## config.mk

```make
export PLATFORM = sky130hd
export DESIGN_NAME = uart_tx_arbiter
export DESIGN_NICKNAME = d
export VERILOG_FILES = /design/src/rtl/uart_pkg.sv /design/src/rtl/rr_arbiter2.sv /design/src/rtl/uart_tx_arbiter.sv
export SDC_FILE = /design/constraint.sdc
export NUM_CORES = 1
export LEC_CHECK = 0
export ABC_AREA = 1
export CAP_MARGIN = 20
export CORE_MARGIN = 5
export CORE_UTILIZATION = 53
export CTS_BUF_LIST = sky130_fd_sc_hd__clkbuf_8
export CTS_CLUSTER_SIZE = 16
export DETAILED_ROUTE_END_ITERATION = 10
export PLACE_DENSITY = 0.85
export SETUP_SLACK_MARGIN = 0.5
export SLEW_MARGIN = 20
export SYNTH_ARGS = -nofsm -noshare
export SYNTH_HDL_FRONTEND = slang
export SYNTH_HIERARCHICAL = 1
export SYNTH_SLANG_ARGS = --single-unit
```

## constraint.sdc

```tcl
create_clock -name clk -period 1.9 [get_ports clk]
set_input_delay 0.19 -clock clk [delete_from_list [all_inputs] [get_ports clk]]
set_output_delay 0.19 -clock clk [all_outputs]
set_load 0.01 [all_outputs]
```

## src/rtl/uart_pkg.sv

```systemverilog
// Shared state encoding and parameter helpers for the Uart8 transmit arbiter.
package uart_pkg;

    typedef enum logic [2:0] {
        IDLE      = 3'd0,
        START     = 3'd1,
        WAIT_BUSY = 3'd2,
        WAIT_DONE = 3'd3,
        GAP       = 3'd4
    } tx_state_t;

    // A 10-bit frame plus two bit times of margin before declaring the UART stuck.
    localparam int unsigned FRAME_BIT_TIMES = 12;

    function automatic int unsigned done_timeout(input int unsigned clock_rate,
                                                 input int unsigned baud_rate);
        return (clock_rate / baud_rate) * FRAME_BIT_TIMES;
    endfunction

    function automatic int unsigned max3(input int unsigned a,
                                         input int unsigned b,
                                         input int unsigned c);
        int unsigned m;
        m = (a > b) ? a : b;
        return (m > c) ? m : c;
    endfunction

    // Terminal value of a counter that starts at zero and must span n cycles.
    function automatic int unsigned last_count(input int unsigned n);
        return (n == 0) ? 0 : n - 1;
    endfunction

endpackage

```

## src/rtl/rr_arbiter2.sv

```systemverilog
// Two-requester round-robin picker: combinational grant, last winner updated on accept.
module rr_arbiter2 (
    input  logic clk,
    input  logic rstN,
    input  logic i_req_a,
    input  logic i_req_b,
    input  logic i_accept,
    output logic o_any_c,
    output logic o_grant_b_c
);

    logic r_last_b;

    assign o_any_c     = i_req_a | i_req_b;
    // B wins when alone, or on a tie when A owned the previous grant.
    assign o_grant_b_c = i_req_b & (~i_req_a | ~r_last_b);

    // Reset to B so that A takes the first tie.
    always_ff @(posedge clk or negedge rstN) begin
        if (!rstN) begin
            r_last_b <= 1'b1;
        end else if (i_accept) begin
            r_last_b <= o_grant_b_c;
        end
    end

endmodule

```

## src/rtl/uart_tx_arbiter.sv

```systemverilog
// Shares one Uart8 transmitter between two byte requesters, sequencing start,
// busy and done with watchdogs and an inter-frame gap.
module uart_tx_arbiter
    import uart_pkg::*;
#(
    parameter int unsigned CLOCK_RATE    = 12000000,
    parameter int unsigned BAUD_RATE     = 9600,
    parameter int unsigned GAP_CYCLES    = 16,
    parameter int unsigned START_TIMEOUT = 8,
    parameter int unsigned DONE_TIMEOUT  = done_timeout(CLOCK_RATE, BAUD_RATE)
) (
    input  logic       clk,
    input  logic       rstN,
    input  logic       enable,
    input  logic       aValid,
    input  logic [7:0] aByte,
    output logic       aReady,
    input  logic       bValid,
    input  logic [7:0] bByte,
    output logic       bReady,
    output logic       txEn,
    output logic       txStart,
    output logic [7:0] txByte,
    input  logic       txBusy,
    input  logic       txDone,
    output logic       busy,
    output logic       grantB,
    output logic       err,
    input  logic       clrErr
);

    localparam int unsigned CNT_MAX = max3(GAP_CYCLES, START_TIMEOUT, DONE_TIMEOUT);
    localparam int unsigned CNT_W   = (CNT_MAX < 1) ? 1 : $clog2(CNT_MAX + 1);

    localparam logic [CNT_W-1:0] START_LAST = CNT_W'(last_count(START_TIMEOUT));
    localparam logic [CNT_W-1:0] DONE_LAST  = CNT_W'(last_count(DONE_TIMEOUT));
    localparam logic [CNT_W-1:0] GAP_LAST   = CNT_W'(last_count(GAP_CYCLES));

    tx_state_t        r_state;
    tx_state_t        w_state_next;
    logic [CNT_W-1:0] r_cnt;
    logic [CNT_W-1:0] w_cnt_next;
    logic [CNT_W-1:0] w_cnt_inc;
    logic             w_accept;
    logic             w_set_err;
    logic             w_any_req;
    logic             w_grant_b;

    logic             r_tx_en;
    logic             r_tx_start;
    logic [7:0]       r_tx_byte;
    logic             r_a_ready;
    logic             r_b_ready;
    logic             r_busy;
    logic             r_grant_b;
    logic             r_err;

    rr_arbiter2 u_rr (
        .clk         (clk),
        .rstN        (rstN),
        .i_req_a     (aValid),
        .i_req_b     (bValid),
        .i_accept    (w_accept),
        .o_any_c     (w_any_req),
        .o_grant_b_c (w_grant_b)
    );

    // Saturating increment: the counter never wraps back to zero.
    assign w_cnt_inc = (&r_cnt) ? r_cnt : r_cnt + CNT_W'(1);

    always_ff @(posedge clk or negedge rstN) begin
        if (!rstN) begin
            r_state <= IDLE;
        end else begin
            r_state <= w_state_next;
        end
    end

    // Next-state, counter and control decode.
    always_comb begin
        w_state_next = r_state;
        w_cnt_next   = r_cnt;
        w_accept     = 1'b0;
        w_set_err    = 1'b0;
        case (r_state)
            IDLE: begin
                if (enable && w_any_req) begin
                    w_accept     = 1'b1;
                    w_state_next = START;
                end
            end
            START: begin
                w_cnt_next   = '0;
                w_state_next = WAIT_BUSY;
            end
            WAIT_BUSY: begin
                // A done seen before busy means the UART already finished the frame.
                if (txDone) begin
                    w_cnt_next   = '0;
                    w_state_next = GAP;
                end else if (txBusy) begin
                    w_cnt_next   = '0;
                    w_state_next = WAIT_DONE;
                end else if (r_cnt >= START_LAST) begin
                    w_cnt_next   = '0;
                    w_set_err    = 1'b1;
                    w_state_next = IDLE;
                end else begin
                    w_cnt_next   = w_cnt_inc;
                end
            end
            WAIT_DONE: begin
                if (txDone) begin
                    w_cnt_next   = '0;
                    w_state_next = GAP;
                end else if (r_cnt >= DONE_LAST) begin
                    w_cnt_next   = '0;
                    w_set_err    = 1'b1;
                    w_state_next = GAP;
                end else begin
                    w_cnt_next   = w_cnt_inc;
                end
            end
            GAP: begin
                if (r_cnt >= GAP_LAST) begin
                    w_cnt_next   = '0;
                    w_state_next = IDLE;
                end else begin
                    w_cnt_next   = w_cnt_inc;
                end
            end
            default: begin
                w_cnt_next   = '0;
                w_state_next = IDLE;
            end
        endcase
    end

    // Registered outputs, counter and data latch.
    always_ff @(posedge clk or negedge rstN) begin
        if (!rstN) begin
            r_cnt      <= '0;
            r_tx_en    <= 1'b0;
            r_tx_start <= 1'b0;
            r_tx_byte  <= 8'h00;
            r_a_ready  <= 1'b0;
            r_b_ready  <= 1'b0;
            r_busy     <= 1'b0;
            r_grant_b  <= 1'b0;
            r_err      <= 1'b0;
        end else begin
            r_cnt      <= w_cnt_next;
            r_tx_en    <= enable;
            r_tx_start <= (r_state == START);
            r_a_ready  <= w_accept & ~w_grant_b;
            r_b_ready  <= w_accept & w_grant_b;
            r_busy     <= (w_state_next != IDLE);
            if (w_accept) begin
                r_tx_byte <= w_grant_b ? bByte : aByte;
                r_grant_b <= w_grant_b;
            end
            if (w_set_err) begin
                r_err <= 1'b1;
            end else if (clrErr) begin
                r_err <= 1'b0;
            end
        end
    end

    assign aReady  = r_a_ready;
    assign bReady  = r_b_ready;
    assign txEn    = r_tx_en;
    assign txStart = r_tx_start;
    assign txByte  = r_tx_byte;
    assign busy    = r_busy;
    assign grantB  = r_grant_b;
    assign err     = r_err;

endmodule

```

==> results of run 1 <==
## flip-flops by register name, indices dropped and copies added (netlist names)
name	flops
err	1
bReady	1
r_cnt	14
busy	1
txByte	8
r_state	3
txStart	1
grantB	1
u_rr/r_last_b	1
aReady	1
txEn	1
## cell type report
type / count / area, µm² / area share, %
Clock inverter: 3 / 65.06 / 2.242
Timing Repair inverter: 1 / 7.507 / 0.2587
Timing Repair Buffer: 62 / 583.1 / 20.09
Multi-Input combinational cell: 203 / 1149 / 39.59
Sequential cell: 33 / 839.6 / 28.93
Tap cell: 48 / 60.06 / 2.070
Clock buffer: 5 / 68.82 / 2.372
Inverter: 33 / 128.9 / 4.442
## report_power, final
part	internal (mW)	switching (mW)	total (mW)
logic	0.504	0.618	1.12
registers	0.881	0.116	0.997
clock network	0.521	0.282	0.803
total	1.91	1.02	2.92
## worst max-delay path by stage
stage                                        to
final                      r_cnt[6]$_DFFE_PN0P_
after global placement     r_cnt[9]$_DFFE_PN0P_
after detailed placement  txByte[6]$_DFFE_PN0P_
after global routing       r_cnt[6]$_DFFE_PN0P_
after floorplan            r_cnt[0]$_DFFE_PN0P_
after CTS                  r_cnt[3]$_DFFE_PN0P_
## repair_timing
action,CTS,global route
setup endpoints to repair,26,35
buffers inserted,11,11
pin swaps,12,21
cloned,1,1
gates resized for setup,22,47
## logic make-up (layout without fill, tap and decap cells)
| logic type | Yosys count | after routing | synth area share [%] |
|---|---|---|---|
| compound gates | 8 | 8 | 2.414 |
| buf+inv | 38 | 104 | 8.577 |
| simple gates | 186 | 187 | 43.27 |
| xor+xnor | 7 | 7 | 3.113 |
| flops | 33 | 33 | 42.00 |
| fa+ha+maj | 1 | 1 | 0.6352 |
## per-layer routing
layer	vias to the layer above	routed length, µm
met2	113	2924
met4	0	180
met1	978	2222
met5	-	0
met3	20	428
li1	988	-
## synth_stat cells
cell type | count | area, µm²
nand2_1 | 108 | 405.4
dfrtp_1 | 32 | 800.8
inv_1 | 26 | 97.59
nand3_1 | 23 | 115.1
nor2_1 | 18 | 67.56
nand2_2 | 9 | 56.30
nor3_1 | 7 | 35.03
nor2_2 | 6 | 37.54
inv_2 | 5 | 18.77
nand4_1 | 5 | 31.28
xor2_1 | 5 | 43.79
o21ai_0 | 4 | 20.02
buf_2 | 2 | 10.01
buf_6 | 2 | 22.52
clkinv_1 | 2 | 7.510
nand3_2 | 2 | 20.02
nand3_4 | 2 | 35.03
nor2_4 | 2 | 22.52
xnor2_1 | 2 | 17.52
a21oi_1 | 1 | 5.000
and2_1 | 1 | 6.260
dfstp_2 | 1 | 26.28
dlymetal6s2s_1 | 1 | 12.51
ha_1 | 1 | 12.51
nand3b_1 | 1 | 7.510
o211ai_1 | 1 | 7.510
o21a_1 | 1 | 7.510
o31ai_1 | 1 | 7.510
or2_1 | 1 | 6.260
or2_2 | 1 | 6.260
## metrics by stage
step | cells | total power, mW
global placement | 356 | 1.892
CTS | 376 | 2.833
global route | 388 | 3.086
floorplan | 273 | 1.517
detailed placement | 356 | 1.915
finish | 388 | 2.923
==> results.md, run 1 <==
* Status: complete, no violations
* Most frequent cells in the layout: nand2_1 (95), clkdlybuf4s50_1 (29), buf_4 (23)
* Worst vdd ir at 0.0007424 V
* Fin crit period at 1.564 ns
* Yosys warns at 6
* CP peak stage delay at 0.42 ns
* RSZ-0062 raised after global routing: true
* Worst slew margin at 68.59%
* DIE HEIGHT at 70.96 µm
* Hold buffers post-CTS at 0
* CP cell instances: ha_4 > nand2_4 > nand2_4 > nor2_4 > nand2_2 > inv_2 > nand3_4 > nand3_4 > nand2_2 > nand2_1
* DR vias at 2,099
* Mapped Area at 1969 µm²
* Fill cells at 223
* Leak pwr at 1.573 nW
* Root Buffer Master: clkbuf_8
* CTS tree: yes
* Number of global-route vias before repair at 1,946
* Least-Margin Pin Slew at 0.4706 ns
* FF-to-FF setup slack at 0.34 ns
* Unique masters post-synth at 30
* 1st-pass router iterations at 5
* Initial antenna violation count at 0
* CTS Sinks at 33
* Ant diodes at 0
* FF-to-FF End: r_cnt[6]$_DFFE_PN0P_
* Setup TNS at 0 ns
* Clock Pin Slew Worst Setup and Hold Paths at 0.08 ns
* Most common cell after layout, fill and taps aside: nand2_1
* Place WS at 0.2082 ns
* Global Route Usage Sum at 21.58%
* Pin count of the biggest net entering global routing at 34
* WP buf/inv at 1
* Initial core utilization at 54.20%
* Htree depth at 2
* Total Nets Final at 364
* Final RePlAce weighted congestion at 0.8966
* Worst skew pair latency at 0.30 ns
* Top Ports at 39
* Buffers on Ports at 38
* CTS Buf Count at 5
* Final critical-path share of the clock period at 82.32%
* Drt wl/cell at 14.83 µm
* Worst R2R Start: r_cnt[1]$_DFFE_PN0P_
* Vias per cell at 5.410
* Std cell rows at 22
* Nature of the critical path endpoint: flop
* Final WL at 5755 µm
* DRC at 0
* Worst EP required at 2.13 ns
* Critical setup path kind: reg -> reg
* WP data arrival at 1.79 ns
* Pwr Density at 1007 nW/µm²
* GR Layer Usage met2 at 36.46%
* Design area at 2902 µm²
* Post-route setup slack at 0.3360 ns
* Mapped Cells at 273
* Hold_ws at 0.2834 ns
* Layout cell share with drive strength beyond 1 at 30.29%
* 1st-iter DRT viols at 172
* Slowest CP cell: dfrtp_1
* Post-route ant nets at 0
* Max Freq at 639.4 MHz
* Syn Area/Cell at 7.214 µm²
* Hold crit path type: in -> async
* Max-Cap Viols at 0
* Worst setup SP type: flop
* Grt met3 use at 4.972%
* Worst-path fanout max at 7
* Yosys reg bits at 33
* Core Region at 3633 µm²
* Grt ovf at 0
* Met1 Track Usage GR at 26.17%
* First-pass GRT wire length at 8638 µm
* Critical Path Stages at 10
* Post-DP HPWL at 3318 µm
* Syn_nets at 298
* Worst clock skew at 0.01330 ns
* Setup crit start: r_cnt[1]$_DFFE_PN0P_
* Cell Area, Placed at 2385 µm²
* Layout overhead on the synthesized area at 47.33%
* CTS Buffer Depth at 2
* Die X at 70.96 µm
* Final max-slew violation count at 0
* Core Util, Final at 79.86%
* Grt peak-use layer: met2
* R2R depth at 10
* DIE AREA at 5035 µm²
* Family with the most delay on the worst path: simple AND/OR/NAND/NOR gates
* Final hold vios at 0
* Seq/Total Area, Yosys at 41.99%
* Setup violators final at 0
Note: power is estimated with default switching activity, not from simulation.
==> inputs of run 2 (changes only) <==
==> constraint.sdc (replaced) <==
create_clock -name clk -period 1.6 [get_ports clk]
set_input_delay 0.16 -clock clk [delete_from_list [all_inputs] [get_ports clk]]
set_output_delay 0.16 -clock clk [all_outputs]
set_load 0.01 [all_outputs]
==> run 2 against run 1 <==
  * Die area unchanged
  * Via count grew 4.5%
  * Core utilization grew 1.9 points
  * Final cell count grew 0.77%
  * Critical endpoint is now r_cnt[4]$_DFFE_PN0P_
  * Largest cell class unchanged
==> results.md, run 2 (synthesized netlist as in run 1, its figures left out) <==
* Status: complete, no violations
* DR vias at 2,194 (+4.5%)
* CTS Sinks at 33 (unchanged)
* Clock Pin Slew Worst Setup and Hold Paths at 0.07 ns (about the same)
* Post-DP HPWL at 3616 µm (+9.0%)
* Worst EP required at 1.78 ns (-0.35 ns)
* Final hold vios at 0 (unchanged)
* CP peak stage delay at 0.36 ns (-0.06 ns)
* DRC at 0 (unchanged)
* Worst setup SP type: flop
* Number of global-route vias before repair at 2,088 (+7.3%)
* Worst-path fanout max at 7 (unchanged)
* Post-route ant nets at 0 (unchanged)
* Leak pwr at 1.568 nW (-0.35%)
* Final critical-path share of the clock period at 99.21% (+17 points)
* Top Ports at 39 (unchanged)
* CTS Buf Count at 5 (unchanged)
* Die X at 70.96 µm (unchanged)
* CP cell instances: ha_2 > nand2_4 > nor2_4 > inv_1 > nand4_1 > buf_4 > nand3_4 > nand2_2 > nand2_1
* CTS Buffer Depth at 2 (unchanged)
* Family with the most delay on the worst path: simple AND/OR/NAND/NOR gates
* Setup crit start: r_cnt[0]$_DFFE_PN0P_
* 1st-iter DRT viols at 331 (+92%)
* Initial antenna violation count at 0 (unchanged)
* Worst R2R Start: r_cnt[0]$_DFFE_PN0P_
* Final max-slew violation count at 0 (unchanged)
* Max-Cap Viols at 0 (unchanged)
* Final WL at 6566 µm (+14%)
* Setup violators final at 0 (unchanged)
* Root Buffer Master: clkbuf_8
* Layout cell share with drive strength beyond 1 at 36.44% (+6.1 points)
* Hold_ws at 0.1792 ns (-0.1042 ns)
* CTS tree: yes
* Drt wl/cell at 16.79 µm (+13%)
* Htree depth at 2 (unchanged)
* 1st-pass router iterations at 5 (unchanged)
* Fill cells at 209 (-6.3%)
* Place WS at -0.03056 ns (-0.2388 ns)
* Grt ovf at 0 (unchanged)
* Worst slew margin at 70.10% (+1.5 points)
* Critical setup path kind: reg -> reg
* Global Route Usage Sum at 22.75% (+1.2 points)
* Inst Count DP at 364 (+2.2%)
* Worst skew pair latency at 0.29 ns (about the same)
* Hold crit path type: in -> async
* Least-Margin Pin Slew at 0.4480 ns (-0.02260 ns)
* Vias per cell at 5.611 (+3.7%)
* Std cell rows at 22 (unchanged)
* Slowest CP cell: dfrtp_1
* Pin count of the biggest net entering global routing at 15 (-56%)
* Most common cell after layout, fill and taps aside: nand2_1
* Tot Pwr at 3.521 mW (+20%)
* Design area at 2969 µm² (+2.3%)
* Initial core utilization at 54.20% (unchanged)
* Layout overhead on the synthesized area at 50.76%
* Most flop-heavy register: r_cnt
* Pwr Density at 1186 nW/µm² (+18%)
* Fin crit period at 1.587 ns (+0.02329 ns)
* DIE HEIGHT at 70.96 µm (unchanged)
* DIE AREA at 5035 µm² (unchanged)
* WP buf/inv at 2 (+1)
* Nature of the critical path endpoint: flop
* Buffers on Ports at 38 (unchanged)
* RSZ-0062 raised after global routing: true
* Final RePlAce weighted congestion at 0.9378 (+4.6%)
* Max FFs per register at 14 (unchanged)
* Worst vdd ir at 0.0009195 V (+24%)
* Total Nets Final at 367 (+0.82%)
* WP data arrival at 1.76 ns (-0.03 ns)
* First-pass GRT wire length at 9156 µm (+6.0%)
* Max Freq at 630.0 MHz (-1.5%)
* Post-route setup slack at 0.01269 ns (-0.3233 ns)
* Worst clock skew at 0.008696 ns (-0.004601 ns)
* Core Region at 3633 µm² (unchanged)
* Layout Cells excl Fill at 391 (+0.77%)
* Cell Area, Placed at 2485 µm² (+4.2%)
* Ant diodes at 0 (unchanged)
* Most frequent cells in the layout: nand2_1 (87), dfrtp_1 (26), nand2_2 (25)
-- run 2: cell types whose count changed in the layout (fill, tap and decap cells not counted), sizes merged --
cell           change
dlygate4sd2        -1
clkinvlp           -1
clkinv             +2
clkbuf             +6
clkdlybuf4s50      -7
clkdlybuf4s15     +10
bufinv             -1
dlymetal6s2s       -7
buf                +2
-- run 2: path summary, 6_finish.rpt --
| path | endpoint | slack, ns | depth (start not counted) |
|---|---|---|---|
| worst max-delay path | r_cnt[4]$_DFFE_PN0P_ | 0.01 | 9 |
| worst min-delay path | r_cnt[9]$_DFFE_PN0P_ | 0.18 | 1 |
| worst max register to register | r_cnt[4]$_DFFE_PN0P_ | 0.01 | 9 |
| worst min register to register | u_rr/r_last_b$_DFFE_PN1P_ | 0.49 | 2 |
| max in group asynchronous | r_cnt[8]$_DFFE_PN0P_ | 0.86 | 2 |
| min in group clk | u_rr/r_last_b$_DFFE_PN1P_ | 0.18 | 3 |
-- run 2: final cells by class --
cell class              instances  area [µm²]  share of cell area, %
clock buffers                   6       82.58                  2.781
clock inverters                 2       33.78                  1.138
inverters                      33       133.9                  4.509
multi-input cells             203        1234                  41.55
flip-flops and latches         33       834.6                  28.11
well taps                      48       60.06                  2.023
repair buffers                 64       575.6                  19.38
repair inverters                2       15.01                 0.5057
-- run 2: what timing repair did --
action	in CTS	in global routing
cloned	3	0
setup endpoints to repair	45	40
gates resized for setup	53	58
endpoints found under the hold margin	0	0
hold buffers	0	0
pin swaps	11	15
setup buffers	7	9
-- run 2: metrics by stage --
step	utilization, %	TNS (ns)
floorplan	-	0
global placement	68.39	0
detailed placement	68.39	-0.1731
CTS	75.83	0
global route	81.71	-0.2430
finish	81.71	0
-- run 2: metal layers --
| metal | up-vias | part of all wire, % | global-route usage, % |
|---|---|---|---|
| li1 | 993 | - | - |
| met1 | 1036 | 36 | 26.93 |
| met2 | 131 | 52 | 38.62 |
| met3 | 34 | 7.2 | 5.540 |
| met4 | 0 | 3.9 | 10.86 |
| met5 | - | 0 | 0 |
-- run 2: report_power, final --
group	internal, mW	switching (mW)	leakage [nW]	total [mW]
Clock	0.501	0.319	0.0626	0.821
Combinational	0.660	0.845	1.08	1.51
Sequential	1.05	0.149	0.424	1.20
Total	2.21	1.31	1.57	3.52
==> inputs of run 3 (changes only) <==
--- a/config.mk
+++ b/config.mk
@@ -17,5 +17,4 @@
 export SLEW_MARGIN = 20
 export SYNTH_ARGS = -nofsm -noshare
 export SYNTH_HDL_FRONTEND = slang
-export SYNTH_HIERARCHICAL = 1
 export SYNTH_SLANG_ARGS = --single-unit
==> run 3 against run 2 <==
  * Worst hold slack improved by 0.052 ns
  * Via count decreased by 9.1%
  * Flip-flop and latch count unchanged
  * Combinational power decreased by 15%
  * Final cell count decreased by 3.3%
  * Global-route usage decreased by 1.1 points
  * Die area decreased by 3.0%
  * Worst setup slack improved by 0.040 ns
  * Register-to-register slack improved by 0.04 ns
  * Synthesized area decreased by 3.6%
  * Critical path depth unchanged
==> results.md, run 3 <==
* Status: complete, no violations
* WP data arrival at 1.72 ns (-0.04 ns)
* Worst vdd ir at 0.0009002 V (-2.1%)
* Cell type with the largest total area after synthesis: dfrtp_1
* First-pass GRT wire length at 8638 µm (-5.7%)
* Max-Cap Viols at 0 (unchanged)
* Final hold vios at 0 (unchanged)
* Final max-slew violation count at 0 (unchanged)
* Hold crit path type: in -> async
* DRC at 0 (unchanged)
* Clock Pin Slew Worst Setup and Hold Paths at 0.06 ns (about the same)
* 1st-pass router iterations at 4 (-1)
* Top cells by count, synth: nand2_1 (115), dfrtp_1 (32), inv_1 (29)
* R2R depth at 9 (unchanged)
* Critical Path Most Common Cell: nand2_1
* Most frequent cell after synthesis: nand2_1
* Worst slew margin at 69.27% (-0.83 points)
* Mapped Cells at 271 (-0.73%)
* Seq/Total Area, Yosys at 43.54% (+1.5 points)
* Critical setup path kind: reg -> reg
* Hold_ws at 0.2316 ns (+0.05240 ns)
* Final critical-path share of the clock period at 96.71% (-2.5 points)
* Core Region at 3416 µm² (-6.0%)
* Synth Flop Type: dfrtp_1
* Layout cell share with drive strength beyond 1 at 26.20% (-10 points)
* Ant diodes at 0 (unchanged)
* Htree depth at 2 (unchanged)
* Drt wl/cell at 14.73 µm (-12%)
* Final RePlAce weighted congestion at 0.9774 (+4.2%)
* Buffers on Ports at 38 (unchanged)
* Vias per cell at 5.275 (-6.0%)
* NetSw at 1.133 mW (-14%)
* Worst EP required at 1.77 ns (about the same)
* Yosys reg bits at 33 (unchanged)
* Syn Area/Cell at 7.009 µm² (-2.8%)
* Pin count of the biggest net entering global routing at 34 (+19)
* DIE HEIGHT at 69.87 µm (-1.5%)
* Leak pwr at 1.446 nW (-7.8%)
* Total Nets Final at 356 (-3.0%)
* Design area at 2740 µm² (-7.7%)
* CTS tree: yes
* Number of global-route vias before repair at 1,899 (-9.1%)
* Top-area cell type share of the netlist area at 42.16% (+1.5 points)
* RSZ-0062 raised after global routing: true
* Global Route Usage Sum at 21.68% (-1.1 points)
* Layout overhead on the synthesized area at 44.27%
* Met1 Track Usage GR at 26.95% (about the same)
* Fill cells at 211 (+0.96%)
* Setup violators final at 0 (unchanged)
* Int Power at 1.947 mW (-12%)
* Max FFs per register at 14 (unchanged)
* Post-synth EDFFs at 0 (unchanged)
* Max Freq at 646.2 MHz (+2.6%)
* Nature of the critical path endpoint: flop
* Most frequent cells in the layout: nand2_1 (100), inv_1 (26), dfrtp_1 (25)
* DIE AREA at 4881 µm² (-3.0%)
* Pwr Density at 1124 nW/µm² (-5.2%)
* Final WL at 5568 µm (-15%)
* Combinational Power Share at 41.6% (-1.1 points)
* Initial core utilization at 55.60% (+1.4 points)
* Clock group share of total power at 20.6% (-2.7 points)
* Initial antenna violation count at 0 (unchanged)
* Cell Area, Placed at 2375 µm² (-4.4%)
* CTS Buf Count at 5 (unchanged)
* Most flop-heavy register: r_cnt
* Worst clock skew at 0.004466 ns (-0.004230 ns)
* Std cell rows at 21 (-4.5%)
* Least-Margin Pin Slew at 0.4605 ns (+0.01243 ns)
* Worst-path fanout max at 7 (unchanged)
* Grt ovf at 0 (unchanged)
* Slowest CP cell: dfrtp_1
* Place WS at 0.02152 ns (+0.05208 ns)
* Switching share of power at 36.78% (-0.50 points)
* Syn_nets at 296 (-0.67%)
* GR Layer Usage met2 at 37.04% (-1.6 points)
* Top Ports at 39 (unchanged)
* Worst setup SP type: flop
* Post-route ant nets at 0 (unchanged)
* CTS Buffer Depth at 2 (unchanged)
* Fin crit period at 1.547 ns (-0.03991 ns)
* Post-route setup slack at 0.05259 ns (+0.03991 ns)
* Worst skew pair latency at 0.29 ns (about the same)
* Unique masters post-synth at 26 (-13%)
* Area contributors post-synth: dfrtp_1 (42%), nand2_1 (23%), nand3_1 (6.1%)
* Setup TNS at 0 ns (unchanged)
* 1st-iter DRT viols at 176 (-47%)
* DR vias at 1,994 (-9.1%)
* Async SR Flop Fraction at 100.0% (unchanged)
* Root Buffer Master: clkbuf_8
* CTS Sinks at 33 (unchanged)
* Grt peak-use layer: met2
* Post-DP HPWL at 3441 µm (-4.8%)
* Yosys warns at 0 (-6)
* CP peak stage delay at 0.37 ns (about the same)
* Most common cell after layout, fill and taps aside: nand2_1
* Mapped Area at 1899 µm² (-3.6%)
* Die X at 69.87 µm (-1.5%)
* CP cell instances: ha_2 > nand2_4 > nor2_4 > inv_1 > nand4_1 > buf_6 > nand3_4 > nand2_1 > nand2_1
* Sequential Power Share at 37.8% (+3.9 points)
* Grt met3 use at 4.591% (-0.95 points)
run 3: area by class of cell:
class	instances	area, µm²	share of cell area (%)
repair buffers	57	529.3	19.32
clock buffers	6	82.58	3.014
well taps	46	57.56	2.100
flip-flops and latches	33	835.8	30.50
clock inverters	2	7.507	0.2740
inverters	33	133.9	4.886
multi-input cells	201	1094	39.91
run 3: what timing repair did:
action,4_1_cts,5_1_grt
pin swaps,10,13
hold buffers,0,0
endpoints found under the setup margin,46,35
buffers inserted,7,7
cloned,1,0
gates resized for setup,52,35
run 3: power groups by stage:
stage / combinational [mW] / sequential, mW / clock [mW]
floorplan: 0.543 / 1.23 / 0
global placement: 1.07 / 1.17 / 0
detailed placement: 1.09 / 1.18 / 0
CTS: 1.22 / 1.16 / 0.642
global route: 1.40 / 1.19 / 0.679
finish: 1.28 / 1.16 / 0.634
run 3: worst paths after layout:
kind	from	endpoint	slack [ns]
setup / recovery	r_cnt[1]$_DFFE_PN0P_	r_cnt[3]$_DFFE_PN0P_	0.05
hold / removal	rstN	r_cnt[12]$_DFFE_PN0P_	0.23
setup reg to reg	r_cnt[1]$_DFFE_PN0P_	r_cnt[3]$_DFFE_PN0P_	0.05
hold reg to reg	r_state[2]$_DFF_PN0_	txStart$_DFF_PN0_	0.48
max in group asynchronous	rstN	u_rr.r_last_b$_DFFE_PN1P_	1.12
min in group clk	enable	txEn$_DFF_PN0_	0.36
run 3: per-stage QoR:
step | instances | power (mW) | util [%]
after global placement | 355 | 2.246 | 69.52
final | 378 | 3.080 | 80.22
after detailed placement | 355 | 2.271 | 69.52
after global routing | 378 | 3.274 | 80.22
after CTS | 371 | 3.022 | 76.48
after floorplan | 271 | 1.778 | -
run 3: kinds of logic (layout without fill, tap and decap cells):
logic type	after synthesis	after routing	share of synthesized area, %
fa+ha+maj	1	1	0.6587
xor+xnor	7	7	3.228
buf+inv	38	98	8.037
compound gates	9	9	2.898
flops	33	33	43.54
simple gates	183	184	41.63
run 3: worst max-delay path, delay by kind of cell (launching register included):
kind	cells	cell delay (ns)
and+or+nand+nor	6	0.65
DFF	1	0.37
buffers and inverters	2	0.21
adders and majority gates	1	0.21
run 3: per-layer routing:
metal / routed length (µm) / vias up
li1: - / 964
met1: 2194 / 929
met2: 2863 / 87
met3: 400 / 14
met4: 108 / 0
met5: 0 / -
